--- src/rtl/booth_product_accumulator.sv ---
// rtl/booth_product_accumulator.sv - edge-captured signed product accumulator with valid/ready sum output
module booth_product_accumulator #(
    parameter int NUM_TERMS = 4,
    parameter int ACC_WIDTH = 20
) (
    input  logic                 clk_i,
    input  logic                 reset_i,
    input  logic                 clear_i,
    input  logic                 data_valid_i,
    input  logic [15:0]          product_i,
    input  logic                 sum_ready_i,
    output logic                 sum_valid_o,
    output logic [ACC_WIDTH-1:0] sum_o,
    output logic                 overflow_o,
    output logic                 drop_o,
    output logic [7:0]           term_count_o,
    output logic                 busy_o
);

    typedef enum logic {ST_ACCUM, ST_OUTPUT} state_t;

    state_t               state_q, state_d;
    logic                 prev_valid_q, prev_valid_d;
    logic                 pending_valid_q, pending_valid_d;
    logic [15:0]          pending_data_q, pending_data_d;
    logic [ACC_WIDTH-1:0] acc_q, acc_d;
    logic [7:0]           term_count_q, term_count_d;
    logic                 ovf_acc_q, ovf_acc_d;
    logic [ACC_WIDTH-1:0] sum_q, sum_d;
    logic                 sum_valid_q, sum_valid_d;
    logic                 overflow_q, overflow_d;
    logic                 drop_q, drop_d;

    logic                 capture;
    logic [15:0]          term_prod;
    logic [ACC_WIDTH-1:0] term_ext;
    logic [ACC_WIDTH-1:0] add_res;
    logic                 add_ovf;

    // A rising data-valid level is a new product; a level high out of reset is ignored.
    assign capture   = data_valid_i & ~prev_valid_q;
    // The pending entry always has precedence over a fresh capture as the next term.
    assign term_prod = pending_valid_q ? pending_data_q : product_i;

    // Sign-extend the selected term and form the wrapping sum with its signed overflow flag.
    always_comb begin
        for (int i = 0; i < ACC_WIDTH; i++) begin
            term_ext[i] = (i < 16) ? term_prod[i] : term_prod[15];
        end
        add_res = acc_q + term_ext;
        add_ovf = (acc_q[ACC_WIDTH-1] == term_ext[ACC_WIDTH-1]) &&
                  (add_res[ACC_WIDTH-1] != acc_q[ACC_WIDTH-1]);
    end

    // Next-state logic: term selection, accumulation, sum presentation and back-pressure buffering.
    always_comb begin
        state_d         = state_q;
        prev_valid_d    = data_valid_i;
        pending_valid_d = pending_valid_q;
        pending_data_d  = pending_data_q;
        acc_d           = acc_q;
        term_count_d    = term_count_q;
        ovf_acc_d       = ovf_acc_q;
        sum_d           = sum_q;
        sum_valid_d     = sum_valid_q;
        overflow_d      = overflow_q;
        drop_d          = drop_q;

        if (clear_i) begin
            state_d         = ST_ACCUM;
            pending_valid_d = 1'b0;
            acc_d           = '0;
            term_count_d    = 8'd0;
            ovf_acc_d       = 1'b0;
            sum_valid_d     = 1'b0;
            overflow_d      = 1'b0;
            drop_d          = 1'b0;
        end else begin
            case (state_q)
                ST_ACCUM: begin
                    if (pending_valid_q) begin
                        // Pending is freed this cycle, so a simultaneous capture refills it.
                        pending_valid_d = capture;
                        if (capture) begin
                            pending_data_d = product_i;
                        end
                    end
                    if (pending_valid_q || capture) begin
                        acc_d        = add_res;
                        term_count_d = term_count_q + 8'd1;
                        ovf_acc_d    = ovf_acc_q | add_ovf;
                        if (term_count_q == 8'(NUM_TERMS - 1)) begin
                            sum_d       = add_res;
                            overflow_d  = ovf_acc_q | add_ovf;
                            sum_valid_d = 1'b1;
                            state_d     = ST_OUTPUT;
                        end
                    end
                end
                ST_OUTPUT: begin
                    if (capture) begin
                        if (!pending_valid_q) begin
                            pending_valid_d = 1'b1;
                            pending_data_d  = product_i;
                        end else begin
                            drop_d = 1'b1;
                        end
                    end
                    if (sum_valid_q && sum_ready_i) begin
                        sum_valid_d  = 1'b0;
                        acc_d        = '0;
                        term_count_d = 8'd0;
                        ovf_acc_d    = 1'b0;
                        state_d      = ST_ACCUM;
                    end
                end
                default: state_d = ST_ACCUM;
            endcase
        end
    end

    // State registers with synchronous reset; prev_valid resets high to mask an already-high level.
    always_ff @(posedge clk_i) begin
        if (reset_i) begin
            state_q         <= ST_ACCUM;
            prev_valid_q    <= 1'b1;
            pending_valid_q <= 1'b0;
            pending_data_q  <= 16'd0;
            acc_q           <= '0;
            term_count_q    <= 8'd0;
            ovf_acc_q       <= 1'b0;
            sum_q           <= '0;
            sum_valid_q     <= 1'b0;
            overflow_q      <= 1'b0;
            drop_q          <= 1'b0;
        end else begin
            state_q         <= state_d;
            prev_valid_q    <= prev_valid_d;
            pending_valid_q <= pending_valid_d;
            pending_data_q  <= pending_data_d;
            acc_q           <= acc_d;
            term_count_q    <= term_count_d;
            ovf_acc_q       <= ovf_acc_d;
            sum_q           <= sum_d;
            sum_valid_q     <= sum_valid_d;
            overflow_q      <= overflow_d;
            drop_q          <= drop_d;
        end
    end

    assign sum_valid_o  = sum_valid_q;
    assign sum_o        = sum_q;
    assign overflow_o   = overflow_q;
    assign drop_o       = drop_q;
    assign term_count_o = term_count_q;
    assign busy_o       = (term_count_q != 8'd0) | pending_valid_q | (state_q == ST_OUTPUT);

endmodule

--- config.mk ---
export PLATFORM = sky130hd
export DESIGN_NAME = booth_product_accumulator
export DESIGN_NICKNAME = d
export VERILOG_FILES = /design/src/rtl/booth_product_accumulator.sv
export SDC_FILE = /design/constraint.sdc
export NUM_CORES = 1
export LEC_CHECK = 0
export ABC_CLOCK_PERIOD_IN_PS = 4800
export BUFFER_PORTS_ARGS = -buffer_cell sky130_fd_sc_hd__clkbuf_2
export CORE_MARGIN = 2
export CORE_UTILIZATION = 45
export DETAILED_ROUTE_END_ITERATION = 16
export SYNTH_ARGS = -nofsm -noshare
export SYNTH_HDL_FRONTEND = slang
export SYNTH_SLANG_ARGS = --single-unit
--- constraint.sdc ---
create_clock -name clk_i -period 4.8 [get_ports clk_i]
set_input_delay 0.24 -clock clk_i [delete_from_list [all_inputs] [get_ports clk_i]]
set_output_delay 0.24 -clock clk_i [all_outputs]
set_load 0.1 [all_outputs]
==> metrics <==
Crit. End Element=flip-flop; Required @ worst endpoint=between 5000 and 6000 ps; Hold Path End=prev_valid_q; maxcap violations=0; Avg Cell Area, Syn=about 8.4 sq um; YS warnings=0; reg-to-reg endpoint=sum_o[19]; multiplexer area fraction after synthesis=8.94%; Main synth FF type=dfxtp_1; ANT nets after route=0; post-CTS setup buffer count=0; reg2reg start=pending_valid_q; DRT iter0 DRCs=162; share of cells above drive strength 1=between 10% and 20%; Final TNS setup=0 ps; WS Path Type=reg -> reg; placer congestion estimate=0.875; hold wc startpoint=data_valid_i; maximum VDD drop=0.174 mV; post-CTS resize count=0; die width=97.0 um; Initial DRT Pass Iterations=6; final wirelength=just over 9000 um; Post-synth EDFFs=0; Slew headroom=34.9%; die area=around 9400 sq um; Leak=approximately 2.0 nW; Synth Register Bits=slightly above 70; Ant. Diodes=0; initial antenna violation count=0; Core ar.=8300 sq um; post-DP HPWL=between 6000 and 7000 um; vias per cell=roughly 5.5; register area share after synthesis=between 30% and 40%; clock sinks=71; outcome=finished, final reports clean; Hold Path Class=in -> reg; Yosys cell types=53; Slew @ Worst Pin=a little under 1000 ps; Worst Skew=9.42 ps; worst-skew pair later-pin latency=between 300 and 400 ps; Max Slew Vio Count=0; Final #Nets=~550; first-pass GRT wire length=between 15000 and 20000 um; post-route DRC violation count=0; WL/cell=15.0 um; P&R area growth vs syn=14.5%; Hold Buf Count CTS=0; Multi-input gate area=around 2300 sq um; CTS buffer count=9; Post-Synth XOR/XNOR Area=roughly 3.8%; Clk pin slew, worst setup/hold paths=~80 ps; vias in the first global route=3219; Final Hold Vio Count=0; Mapped Nets=just over 500; IO Count=53; Startpoint Class=flip-flop; Max FO, Critical Path=17; min Tclk post-route=approximately 3500 ps; R2R cell count=10; CTS Buffer Depth=2; Adder-Cell Fraction of Synth Area=between 7 and 8%; WP data arrival=between 3000 and 4000 ps; largest net degree at the start of global routing=50; RSZ-0062 raised after global routing=no; Power Density=slightly below 300 nW/um^2; hold depth=2; Vias=3392; initial core utilization=about 47%; Root Driver=clkbuf_8; Tot Pwr=roughly 1.3 mW; Total GRT Usage=slightly above 20%; Final Worst Setup Slack=around 1300 ps; Row Count=33; setup slack, reg-to-reg=approximately 1300 ps; Post-Synth Simple-Gate Area=between 10% and 20%; Mapped Area=~4000 sq um; Fillers=794; asr flop ratio synth=0%; Post-Syn Instances=around 460; port bufs=52; grt ovf=0; pre-CTS WS=about 1300 ps; complex-gate fraction of the synthesized area=19.7%; # setup viols final=0; die height=between 90 and 100 um; CTS tree=built; f_max=roughly 0.28 GHz; H-Tree Depth=3; period utilization=between 70% and 80%; register area=around 1400 sq um; largest family of logic cells by synthesized area=simple AND/OR/NAND/NOR gates
[how the worst max path moves through the flow]
stage | start | cells after the start | slack, ps | to
floorplan | pending_valid_q | 12 | 1630 | sum_o[19]
global placement | pending_valid_q | 10 | 1460 | sum_o[19]
detailed placement | pending_valid_q | 10 | 1330 | sum_o[19]
CTS | pending_valid_q | 10 | 1300 | sum_o[19]
global route | pending_valid_q | 10 | 1030 | sum_o[19]
finish | pending_valid_q | 10 | 1270 | sum_o[19]
[flip-flops by register name, indices dropped and copies added, names as in the netlist]
name,flops
ovf_acc_q,1
sum_valid_o,1
term_count_o,8
pending_data_q,16
overflow_o,1
pending_valid_q,1
prev_valid_q,1
acc_q,20
state_q,1
sum_o,20
drop_o,1
[cells by family after synthesis]
| family | count (synthesis) |
|---|---|
| simple gates | 162 |
| compound gates | 120 |
| flops | 71 |
| buf+inv | 37 |
| mux | 33 |
| fa+ha+maj | 22 |
| xor+xnor | 17 |
[synth_stat cells (3+ instances only)]
cell      instances  area share [%]
o21a_1            7             1.4
a21o_1           10             1.9
o211ai_1          3            0.58
a211oi_1          8             1.5
xnor2_1           7             1.6
mux2i_1          19             4.9
buf_2             6            0.77
nor3b_1           6             1.2
or3_1             3            0.48
inv_1            14             1.4
a211o_1           3            0.68
a22o_1            6             1.4
xor2_1           10             2.2
clkbuf_1         15             1.4
nor3_1            8             1.0
nand2_1          48             4.6
nand2b_1          4            0.64
a31oi_1           9             1.4
o21ai_0          19             2.4
dfxtp_1          71              37
ha_1             21             6.8
nand3b_1          3            0.58
nand3_1          23             3.0
and2_1            3            0.48
nor2_1           47             4.5
mux2_2           14             4.1
a21oi_1          41             5.3
[layout make-up]
| class | count | share of cell area (%) |
|---|---|---|
| Clock buffer | 10 | 3.09 |
| Inverter | 14 | 1.18 |
| Timing Repair Buffer | 55 | 6.34 |
| Clock inverter | 6 | 2.41 |
| Sequential cell | 71 | 31.9 |
| Tap cell | 105 | 2.95 |
| Multi-Input combinational cell | 354 | 52.1 |
[placed cells by master (no fill, tap or decap), drive strengths merged, types with 3 or more instances in the layout]
master and count:
mux2i 19, a21oi 42, clkbuf 62, xnor2 7, a211o 3, o21a 7, mux2 14, a21o 10
nor2 48, nand2b 4, a31oi 9, dfxtp 71, or2 4, inv 14, a211oi 8, ha 21
bufinv 3, nor3b 6, nand3 24, nor3 9, and2 4, a22o 6, o211ai 3, or3 3
nand3b 3, o21ai 19, buf 3, nand2 48, xor2 10
[metal layers]
layer / share of wire (%) / track usage [%] / vias up
met4: 1.6 / 6.28 / 0
met3: 4.0 / 4.77 / 18
li1: - / - / 1737
met5: 0 / 0 / -
met1: 47 / 25.8 / 1566
met2: 47 / 33.5 / 71
[power breakdown]
group	switching (mW)	leakage [nW]	internal, mW	total, mW
Sequential	0.00208	0.572	0.592	0.594
Clock	0.232	0.122	0.358	0.589
Combinational	0.0658	1.27	0.0389	0.105
[stage by stage]
step | utilization (%) | cells | hold slack [ps] | area [sq um]
global route | 53.7 | 615 | 136 | 4460
finish | 53.7 | 615 | 129 | 4460
floorplan | - | 462 | 347 | 3890
detailed placement | 50.8 | 599 | 447 | 4210
global placement | 50.8 | 599 | 442 | 4210
CTS | 53.7 | 615 | 116 | 4460
[critical path, cell delays in order, from the launching register on]
cell       delay [ps]
dfxtp_1           820
mux2i_1           360
inv_1              80
ha_1              290
a211oi_1          270
o21ai_0           270
o2111ai_1         410
a2bb2oi_1         190
o211ai_1          350
nor4_1             90
a211o_1           290
(Power assumes the default switching activity.)
